===== src/rtl/alu32_op_seq_if.sv =====
// Request, gate-unit and response signals of the ALU32 operation sequencer.
// The slave modport is the sequencer; the master modport is its environment
// (request source, gate units and writeback consumer).
interface alu32_op_seq_if #(
  parameter int unsigned WIDTH = 32
);
  logic             ReqValid;
  logic             ReqReady;
  logic [2:0]       Op;
  logic [WIDTH-1:0] InA;
  logic [WIDTH-1:0] InB;
  logic             AndEn;
  logic             OrEn;
  logic             XorEn;
  logic [WIDTH-1:0] GateA;
  logic [WIDTH-1:0] GateB;
  logic [WIDTH-1:0] GateOut;
  logic             RespValid;
  logic             RespReady;
  logic [WIDTH-1:0] Result;
  logic             Zero;
  logic             Err;

  modport master (
    output ReqValid, Op, InA, InB, GateOut, RespReady,
    input  ReqReady, AndEn, OrEn, XorEn, GateA, GateB, RespValid, Result, Zero, Err
  );

  modport slave (
    input  ReqValid, Op, InA, InB, GateOut, RespReady,
    output ReqReady, AndEn, OrEn, XorEn, GateA, GateB, RespValid, Result, Zero, Err
  );
endinterface


===== src/rtl/alu32_op_seq.sv =====
// ALU32 operation sequencer: drives one gate-unit enable for logic ops,
// shifts internally one bit per cycle, and returns a registered result.
module alu32_op_seq #(
  parameter int unsigned WIDTH     = 32,
  parameter int unsigned GATE_WAIT = 1
) (
  input logic           Clk,
  input logic           Rst,
  alu32_op_seq_if.slave bus
);

  localparam logic [1:0] StIdle  = 2'd0;
  localparam logic [1:0] StGate  = 2'd1;
  localparam logic [1:0] StShift = 2'd2;
  localparam logic [1:0] StResp  = 2'd3;

  localparam logic [2:0] OpAnd = 3'b000;
  localparam logic [2:0] OpOr  = 3'b001;
  localparam logic [2:0] OpXor = 3'b010;
  localparam logic [2:0] OpNor = 3'b011;
  localparam logic [2:0] OpSll = 3'b100;
  localparam logic [2:0] OpSrl = 3'b101;
  localparam logic [2:0] OpSra = 3'b110;
  localparam logic [2:0] OpIll = 3'b111;

  // Wait counter counts down to zero; zero marks the capture cycle.
  localparam logic [3:0] WaitInit = 4'(GATE_WAIT - 1);

  logic [1:0]       state_q, state_d;
  logic [2:0]       op_q, op_d;
  logic [WIDTH-1:0] gate_a_q, gate_a_d;
  logic [WIDTH-1:0] gate_b_q, gate_b_d;
  logic [WIDTH-1:0] work_q, work_d;
  logic [4:0]       cnt_q, cnt_d;
  logic [3:0]       wait_q, wait_d;
  logic [WIDTH-1:0] result_q, result_d;
  logic             zero_q, zero_d;
  logic             err_q, err_d;
  logic [WIDTH-1:0] gate_res;

  // Next-state logic for the sequencer and its datapath registers.
  always_comb begin
    state_d  = state_q;
    op_d     = op_q;
    gate_a_d = gate_a_q;
    gate_b_d = gate_b_q;
    work_d   = work_q;
    cnt_d    = cnt_q;
    wait_d   = wait_q;
    result_d = result_q;
    zero_d   = zero_q;
    err_d    = err_q;
    gate_res = (op_q == OpNor) ? ~bus.GateOut : bus.GateOut;

    case (state_q)
      StIdle: begin
        if (bus.ReqValid) begin
          op_d     = bus.Op;
          gate_a_d = bus.InA;
          gate_b_d = bus.InB;
          work_d   = bus.InA;
          cnt_d    = bus.InB[4:0];
          wait_d   = WaitInit;
          if (!bus.Op[2]) begin
            state_d = StGate;
          end else if (bus.Op == OpIll) begin
            result_d = '0;
            zero_d   = 1'b1;
            err_d    = 1'b1;
            state_d  = StResp;
          end else begin
            state_d = StShift;
          end
        end
      end
      StGate: begin
        if (wait_q == 4'd0) begin
          result_d = gate_res;
          zero_d   = (gate_res == '0);
          err_d    = 1'b0;
          state_d  = StResp;
        end else begin
          wait_d = wait_q - 4'd1;
        end
      end
      StShift: begin
        if (cnt_q != 5'd0) begin
          case (op_q)
            OpSll:   work_d = work_q << 1;
            OpSrl:   work_d = work_q >> 1;
            OpSra:   work_d = {work_q[WIDTH-1], work_q[WIDTH-1:1]};
            default: work_d = work_q;
          endcase
          cnt_d = cnt_q - 5'd1;
        end else begin
          result_d = work_q;
          zero_d   = (work_q == '0);
          err_d    = 1'b0;
          state_d  = StResp;
        end
      end
      StResp: begin
        if (bus.RespReady) state_d = StIdle;
      end
      default: state_d = StIdle;
    endcase
  end

  // State registers with synchronous reset; reset aborts any operation.
  always_ff @(posedge Clk) begin
    if (Rst) begin
      state_q  <= StIdle;
      op_q     <= OpAnd;
      gate_a_q <= '0;
      gate_b_q <= '0;
      work_q   <= '0;
      cnt_q    <= '0;
      wait_q   <= '0;
      result_q <= '0;
      zero_q   <= 1'b0;
      err_q    <= 1'b0;
    end else begin
      state_q  <= state_d;
      op_q     <= op_d;
      gate_a_q <= gate_a_d;
      gate_b_q <= gate_b_d;
      work_q   <= work_d;
      cnt_q    <= cnt_d;
      wait_q   <= wait_d;
      result_q <= result_d;
      zero_q   <= zero_d;
      err_q    <= err_d;
    end
  end

  // Output decode: enables only in GATE, so at most one is ever high.
  always_comb begin
    bus.ReqReady  = (state_q == StIdle) && !Rst;
    bus.AndEn     = (state_q == StGate) && (op_q == OpAnd);
    bus.OrEn      = (state_q == StGate) && ((op_q == OpOr) || (op_q == OpNor));
    bus.XorEn     = (state_q == StGate) && (op_q == OpXor);
    bus.GateA     = gate_a_q;
    bus.GateB     = gate_b_q;
    bus.RespValid = (state_q == StResp);
    bus.Result    = result_q;
    bus.Zero      = zero_q;
    bus.Err       = err_q;
  end

endmodule


===== src/flat_wrapper.sv =====
// flat-port wrapper written by rule: the top's interface ports become plain ports
module alu32_op_seq_flat 
#(
  parameter int unsigned WIDTH     = 32,
  parameter int unsigned GATE_WAIT = 1
)
  (Clk, Rst, bus_ReqValid, bus_Op, bus_InA, bus_InB, bus_GateOut, bus_RespReady, bus_ReqReady, bus_AndEn, bus_OrEn, bus_XorEn, bus_GateA, bus_GateB, bus_RespValid, bus_Result, bus_Zero, bus_Err);
  alu32_op_seq_if #(.WIDTH(WIDTH)) bus_i ();
  input logic Clk;
  input logic Rst;
  input wire logic [$bits(bus_i.ReqValid)-1:0] bus_ReqValid;
  input wire logic [$bits(bus_i.Op)-1:0] bus_Op;
  input wire logic [$bits(bus_i.InA)-1:0] bus_InA;
  input wire logic [$bits(bus_i.InB)-1:0] bus_InB;
  input wire logic [$bits(bus_i.GateOut)-1:0] bus_GateOut;
  input wire logic [$bits(bus_i.RespReady)-1:0] bus_RespReady;
  output wire logic [$bits(bus_i.ReqReady)-1:0] bus_ReqReady;
  output wire logic [$bits(bus_i.AndEn)-1:0] bus_AndEn;
  output wire logic [$bits(bus_i.OrEn)-1:0] bus_OrEn;
  output wire logic [$bits(bus_i.XorEn)-1:0] bus_XorEn;
  output wire logic [$bits(bus_i.GateA)-1:0] bus_GateA;
  output wire logic [$bits(bus_i.GateB)-1:0] bus_GateB;
  output wire logic [$bits(bus_i.RespValid)-1:0] bus_RespValid;
  output wire logic [$bits(bus_i.Result)-1:0] bus_Result;
  output wire logic [$bits(bus_i.Zero)-1:0] bus_Zero;
  output wire logic [$bits(bus_i.Err)-1:0] bus_Err;
  assign bus_i.ReqValid = bus_ReqValid;
  assign bus_i.Op = bus_Op;
  assign bus_i.InA = bus_InA;
  assign bus_i.InB = bus_InB;
  assign bus_i.GateOut = bus_GateOut;
  assign bus_i.RespReady = bus_RespReady;
  assign bus_ReqReady = bus_i.ReqReady;
  assign bus_AndEn = bus_i.AndEn;
  assign bus_OrEn = bus_i.OrEn;
  assign bus_XorEn = bus_i.XorEn;
  assign bus_GateA = bus_i.GateA;
  assign bus_GateB = bus_i.GateB;
  assign bus_RespValid = bus_i.RespValid;
  assign bus_Result = bus_i.Result;
  assign bus_Zero = bus_i.Zero;
  assign bus_Err = bus_i.Err;
  alu32_op_seq #(.WIDTH(WIDTH), .GATE_WAIT(GATE_WAIT)) u_core (.Clk(Clk), .Rst(Rst), .bus(bus_i));
endmodule

===== config.mk =====
export PLATFORM = sky130hd
export DESIGN_NAME = alu32_op_seq_flat
export DESIGN_NICKNAME = d
export VERILOG_FILES = /design/src/rtl/alu32_op_seq_if.sv /design/src/rtl/alu32_op_seq.sv /design/src/flat_wrapper.sv
export SDC_FILE = /design/constraint.sdc
export NUM_CORES = 1
export LEC_CHECK = 0
export CAP_MARGIN = 20
export CORE_AREA = 2 2 130 132
export DETAILED_ROUTE_END_ITERATION = 8
export DIE_AREA = 0 0 132 134
export PLACE_DENSITY_LB_ADDON = 0.1
export SLEW_MARGIN = 20
export SYNTH_ARGS = -nofsm -noshare
export SYNTH_HDL_FRONTEND = slang
export SYNTH_SLANG_ARGS = --single-unit

===== constraint.sdc =====
create_clock -name Clk -period 2.35 [get_ports Clk]
set_input_delay 0.47 -clock Clk [delete_from_list [all_inputs] [get_ports Clk]]
set_output_delay 0.47 -clock Clk [all_outputs]
set_load 0.01 [all_outputs]

Word level (Yosys, flattened, before mapping)

Cells that the tools add are included.

Word-level logic and storage cells: 90
Register bits: 144
Bits of input ports: 103
Output and inout bits: 103

Reductions and logical operators: 22
Equal/unequal tests: 21
Add/subtract/negate cells: 2
Multiplexer cells: 33
Bitwise gates (word level): 1

Operators by type and width:

| cell                                                | number |
|---|---|
| 2-to-1 mux 32 bit                                   | 8 |
| one-hot mux 32 bit (3 select lines)                 | 2 |
| zero test 32 bit                                    | 2 |
| one-hot mux 32 bit (2 select lines)                 | 1 |
| inverter 32 bit                                     | 1 |
| equality test 3 bit, second input constant          | 4 |
| != test 2 bit, second input constant                | 6 |
| 2-to-1 mux 2 bit                                    | 5 |
| 2-to-1 mux 5 bit                                    | 2 |
| one-hot mux 5 bit (2 select lines)                  | 1 |
| 2-to-1 mux 1 bit                                    | 8 |
| 2-to-1 mux 4 bit                                    | 2 |
| one-hot mux 2 bit (4 select lines)                  | 1 |
| one-hot mux 4 bit (2 select lines)                  | 1 |
| AND reduction 4 bit                                 | 2 |
| equality test 3 x 2 -> 1 bit, second input constant | 2 |
| != test 2 x 1 -> 1 bit, second input constant       | 3 |
| one-hot mux 1 bit (3 select lines)                  | 2 |
| AND reduction 3 bit                                 | 2 |
| AND reduction 6 bit                                 | 1 |
| AND reduction 5 bit                                 | 1 |
| nonzero test 5 bit                                  | 1 |
| subtractor 5 x 1 -> 5 bit, second input constant    | 1 |
| equality test 2 bit, second input constant          | 2 |
| 14 further kinds                                    | 18 |

Longest topological paths before layout

Gate-level depths: netlist (run 1).

Depth in word-level cells: 5
Depth in mapped cells: 10
Depth with buffers taken out: 7

Worst setup path before layout (run 1)

OpenSTA, ideal clock, no wires.

Kind: in2out
Start point: input Rst
End point: output bus_ReqReady
Stages on the path: 4
Setup slack: 357 ps
Arrival: 1523 ps
Data required time: 1880 ps
Path buffers: 3
Cell sequence: clkbuf_1 clkbuf_1 buf_1 nor2_1

Word-level cells in the longest chain between the ends: 2

Ends and longest elaborated chain:

| what               | line                | text |
|---|---|---|
| start: declaration | flat_wrapper.sv:10  | `input logic Rst;` |
| zero test 1 bit    | alu32_op_seq.sv:138 | `bus.ReqReady = (state_q == StIdle) && !Rst;` |
| logical AND 1 bit  | alu32_op_seq.sv:138 |  |
| end: declaration   | flat_wrapper.sv:17  | `output wire logic [$bits(bus_i.ReqReady)-1:0] bus_ReqReady;` |

Every way passes these cells.

Worst setup path in the final report (run 1)

Start point: register u_core.state_q[0]
End point: output bus_ReqReady

Word-level cells in the longest chain between the ends: 2

Ends and longest elaborated chain:

| what                     | line                | text |
|---|---|---|
| start: declaration       | alu32_op_seq.sv:29  | `logic [1:0] state_q, state_d;` |
| start signal: assignment | alu32_op_seq.sv:112 | `state_q <= StIdle;` |
| start signal: assignment | alu32_op_seq.sv:123 | `state_q <= state_d;` |
| zero test 2 bit          | alu32_op_seq.sv:138 |  |
| logical AND 1 bit        | alu32_op_seq.sv:138 |  |

Every way passes these cells.

==> run summary, run 1 <==
Peak Freq: 0.454 GHz
P_leak: 0.00353 µW
Routed wire per std cell: 16.1 µm
Die Span Y: 134 µm
die area: 17700 µm²
grt total ovfl: 0
post-synthesis mux area share: 0.0447
Final Hold Fails: 0
largest net degree at the start of global routing: 144
final core occ: 0.614
Peak VDD IR: 0.000650 V
Main synth FF type: dfxtp_1
H-tree Lvls: 4
diode count: 0
Area growth syn-to-layout: 39.2%
Max clock buf depth: 2
Vias/cell: 5.27
crit path kind: flop to output pin
DP Area: 9400 µm²
CP Capture Type: output pin
DR vias: 6613
synthesized cell area: 7190 µm²
CP top delay family: buffers and inverters
clock latency at the later pin of the worst-skew pair: 0.42 ns
remaining antenna violation count: 0
Port Buf Inserts: 205
Seq/Total Area, Yosys: 0.401
crit-path max cell delay: 0.53 ns
Hold WC Path Type: flop to flop
Placer Congestion: 0.861
status: complete, no violations
Post-Syn Instances: 842
clk slew on worst S/H paths: 0.06 ns
Least-Margin Pin Slew: 0.747 ns
Starting Density: 0.441
Max-Cap Viols: 0
final period utilization: 0.938
fin area: 10000 µm²
CTS tree: built
largest family of logic cells by synthesized area: compound AO/OA/AOI/OAI gates
Post-DP HPWL: 14.0 mm
clock sink count: 144
arrival time worst endpoint: 1.73 ns
CP startpoint kind: flop
DRT iter0 DRCs: 365
Worst Path Required: 1.88 ns
Sum Neg Setup Slack: 0 ns
GRT Total Usage: 0.227
CP bufs+invs: 3
Yosys warning total: 0
Layout Cells excl Fill: 1256
Slew Limit Headroom: 0.502
max-slew violation count: 0
first drt pass iteration count: 5
Mapped Avg Cell Area: 8.54 µm²
Seq cells post-synth: 144
number of setup violations in the final report: 0
post-synthesis adder-cell area fraction: 0.0139
I/O pins: 206
# DRC: 0
core area: 16300 µm²
die span in x: 132 µm
CTS Root Cell: clkbuf_16
Routed WL: 20.2 mm
Power Density: 1170 nW/µm²
antenna violations before repair: 0
proportion of layout cells with a drive suffix above 1: 0.129
cts hold-fix bufs: 0
Final nets: 1134
XOR/XNOR Fraction of Synth Area: 0.0427
Syn Nets: 953
crit-path max FO: 5
vias in the first global route: 6089
Num CTS Buffers: 17
RSZ-0062 raised after global routing: no
CP max stage cell: clkdlybuf4s50_1
post-synthesis compound-gate area fraction: 0.232
post-synthesis simple-gate area fraction: 0.200
post-synthesis cell type count: 55
Post-synth EDFFs: 0
post-layout min period: 2.20 ns
Clock Skew: 0.00555 ns
synth top area cells: dfxtp_1, nand2_1, a21oi_1, a22oi_2, mux2i_1
DP Cell Count: 1221
first-pass GRT wire length: 32.3 mm
async set-reset flop share out of synthesis: 0
Rows: 47
worst-path cell chain: inv_2, ha_4, inv_1, nor2_1, clkdlybuf4s50_1
Yosys top cell by area: dfxtp_1
share of the synthesized area in the top cell type: 0.401
## cell type report
cell class / count / area [µm²]
fill: 1469 / 6290
multi-input combinational: 618 / 3860
sequential: 144 / 2880
timing repair buffer: 231 / 2370
clock buffer: 19 / 433
tap: 220 / 275
clock inverter: 13 / 140
inverter: 11 / 41.3
## synthesized netlist by cell type (2+ instances only)
library cell and count:
buf_1 6, nand2b_1 3, xnor2_1 31, nand3_1 5
o21ai_0 4, a21oi_1 105, nand2_1 181, mux2i_1 31
nor2_1 52, nor4b_1 3, inv_1 10, nand3b_1 2
nor2b_1 3, a22o_1 30, a22oi_2 28, a21oi_2 3
a22oi_1 5, buf_2 6, a211o_1 30, nor4_1 15
nor2_2 28, nor3b_1 2, clkbuf_1 41, ha_1 8
buf_12 6, xor2_1 4, a311oi_1 2, dfxtp_1 144
buf_6 8, nor3_1 6, buf_4 2, a31oi_1 3
nand4_1 11, and2_1 3
## cell families after synthesis
group / Yosys count
multiplexers: 32
XOR/XNOR: 35
buffers and inverters: 80
adder cells (fa/ha/maj): 8
AO/OA/AOI/OAI: 224
flip-flops: 144
AND/OR/NAND/NOR: 319
## worst paths after layout
path,cells after the start,startpoint,slack [ns],to
min,2,u_core.bus.GateB[20],0.45,u_core.bus.GateB[20]
max,5,u_core.state_q[0],0.15,bus_ReqReady
max reg2reg,7,u_core.state_q[0],0.28,u_core.work_q[13]
min reg2reg,2,u_core.bus.GateB[20],0.45,u_core.bus.GateB[20]
## cell usage in the layout (no fill, tap or decap), types with 4 or more instances in the layout
master             n
o21ai_0            4
a22o_1            30
nand2_1          180
nor4_1            15
a21oi_1          105
clkinvlp_4         4
clkbuf_16         17
a22oi_2           28
nor2_1            52
nor2_2            28
buf_12            10
a211o_1           30
nand4_1           11
mux2i_1           31
buf_4             17
a22oi_1            5
clkdlybuf4s50_1  201
nand3_1            5
ha_1               6
nor3_1             6
dfxtp_1          144
inv_1              9
xnor2_1           31
xor2_1             4
## power breakdown
| part | switching (µW) | total, µW | internal [µW] |
|---|---|---|---|
| Clock | 1070 | 2630 | 1560 |
| Combinational | 2760 | 5240 | 2480 |
| Sequential | 722 | 3810 | 3090 |
| Total | 4550 | 11700 | 7130 |
## sequential cells by signal, summed over array words and instances (netlist names)
name	count
u_core.bus.Err	1
u_core.bus.GateA	32
u_core.bus.GateB	32
u_core.bus.Result	32
u_core.bus.Zero	1
u_core.cnt_q	5
u_core.op_q	3
u_core.state_q	2
u_core.wait_q	4
u_core.work_q	32
## worst min-delay path, stage by stage (launching register included)
cell and delay, ns:
dfxtp_1 0.31, nand2_1 0.05, a21oi_1 0.05
## per-stage QoR
stage               worst slack, ns  power (µW)  hold WS [ns]
finish                        0.146       11700         0.451
detailed placement            0.171        9000         0.445
global placement              0.223        8960         0.441
global route                 0.0126       12400         0.472
floorplan                     0.357        7140         0.445
CTS                          0.0603       11700         0.454
## what timing repair did
action / CTS / global route
gates resized for setup: 6 / 0
buffers inserted: 0 / 3
cloned: 0 / 0
endpoints found under the setup margin: 4 / 1
## routing by layer
layer,global-route usage,vias to the layer above,wire (µm)
met5,0,-,0
met4,0.0598,0,184
met1,0.347,3077,10300
met3,0.0454,13,1350
li1,-,3293,-
met2,0.322,230,8400
Power figures use the tool's default switching activity.
==> inputs of run 2 (changes only) <==
==> constraint.sdc (replaced) <==
create_clock -name Clk -period 2.35 [get_ports Clk]
set_input_delay 0.235 -clock Clk [delete_from_list [all_inputs] [get_ports Clk]]
set_output_delay 0.235 -clock Clk [all_outputs]
set_load 0.01 [all_outputs]
==> run 2 against run 1 <==
Clock skew grew 0.0054 ns. Critical endpoint is now bus_OrEn. Power decreased by 1.7%. Final cell count down 0.40%. Flip-flop and latch count did not move. Largest cell class unchanged. Clock power is essentially flat.
==> run summary, run 2 (same netlist as run 1, synthesis figures left out) <==
GR Layer Usage met3: 0.0578
clock latency at the later pin of the worst-skew pair: 0.42 ns
I/O pins: 206
Worst Path Required: 2.12 ns
max-slew violation count: 0
Max clock buf depth: 2
Starting Density: 0.441
Hold WC Path Type: primary input to flop
Num CTS Buffers: 17
diode count: 0
GR peak layer: met2
Hold Slack: 0.199 ns
CP startpoint kind: flop
Final nets: 1130
first drt pass iteration count: 5
Least-Margin Pin Slew: 0.545 ns
CP Capture Type: output pin
Area growth syn-to-layout: 38.4%
RSZ-0062 raised after global routing: no
Routed WL: 20.3 mm
Routed wire per std cell: 16.2 µm
Vias/cell: 5.24
Die Span Y: 134 µm
commonest non-fill, non-tap cell in the layout: clkdlybuf4s50_1
grt total ovfl: 0
Post-DP HPWL: 14.2 mm
first-pass GRT wire length: 32.0 mm
Post-CTS Setup Bufs: 0
crit-path max FO: 5
DR vias: 6561
final worst setup slack: 0.150 ns
remaining antenna violation count: 0
Peak Freq: 0.455 GHz
final core occ: 0.611
GRT Total Usage: 0.225
Peak VDD IR: 0.000520 V
final period utilization: 0.936
cts hold-fix bufs: 0
die area: 17700 µm²
number of setup violations in the final report: 0
Sum Neg Setup Slack: 0 ns
Port Buf Inserts: 205
Power Density: 1150 nW/µm²
commonest cells after routing, fill and taps aside: clkdlybuf4s50_1, nand2_1, dfxtp_1, a21oi_1, nor2_1
clock sink count: 144
# DRC: 0
DRT iter0 DRCs: 370
Final Hold Fails: 0
vias in the first global route: 6055
GR Layer Usage met1: 0.327
Pwr Total: 11500 µW
core area: 16300 µm²
H-tree Lvls: 4
clk slew on worst S/H paths: 0.07 ns
die span in x: 132 µm
CTS tree: built
crit path kind: flop to output pin
Max-Cap Viols: 0
arrival time worst endpoint: 1.97 ns
global routing met2 resource utilization: 0.335
post-cts resize count: 0
post-layout min period: 2.20 ns
P_leak: 0.00351 µW
status: complete, no violations
Rows: 47
Placement Setup Slack: 0.233 ns
Clock Skew: 0.0110 ns
Slew Limit Headroom: 0.637
CTS Root Cell: clkbuf_16
Placer Congestion: 0.882
proportion of layout cells with a drive suffix above 1: 0.126
antenna violations before repair: 0
largest net degree at the start of global routing: 72
## run 2: through the flow
step                cell area [µm²]  std cells
global placement               9380       1220
finish                         9950       1251
global route                   9950       1251
detailed placement             9380       1220
floorplan                      7190        842
CTS                            9940       1251
## run 2: area by class of cell
cell class,count,area (µm²)
Clock buffer,17,425
Clock inverter,14,143
Fill cell,1469,6340
Inverter,11,41.3
Multi-Input combinational cell,618,3850
Sequential cell,144,2880
Tap cell,220,275
Timing Repair Buffer,227,2330
## run 2: where the power goes
group	switching, µW	total (µW)	internal, µW	leakage (µW)
clock network	1070	2620	1550	0.000275
registers	730	3810	3080	0.00118
logic	2700	5040	2350	0.00206
total	4500	11500	6980	0.00351
## run 2: metal layers
layer	share of wire	wire length, µm	vias to the layer above
met5	0	0	-
met4	0.0071	143	0
met3	0.065	1330	16
met2	0.43	8750	207
met1	0.50	10000	3046
li1	-	-	3292
## run 2: critical path, stage by stage (launching register included)
cell             delay, ns
dfxtp_1               0.35
inv_1                 0.09
ha_1                  0.17
inv_1                 0.11
nor3b_1               0.24
clkdlybuf4s50_1       0.58
## run 2: path summary, 6_finish.rpt
kind	start	end	slack, ns	cells past startpoint
worst max-delay path	u_core.state_q[1]	bus_OrEn	0.15	5
worst min-delay path	Rst	u_core.bus.Result[1]	0.20	2
worst max register to register	u_core.cnt_q[0]	u_core.bus.Zero	0.25	7
worst min register to register	u_core.bus.GateA[12]	u_core.bus.GateA[12]	0.45	2
==> inputs of run 3 (changes only) <==
SKIP_LAST_GASP = 1   (was not set)
==> results of run 3 <==
Same layout as run 2: the final DEF is identical, and so are final timing and power.
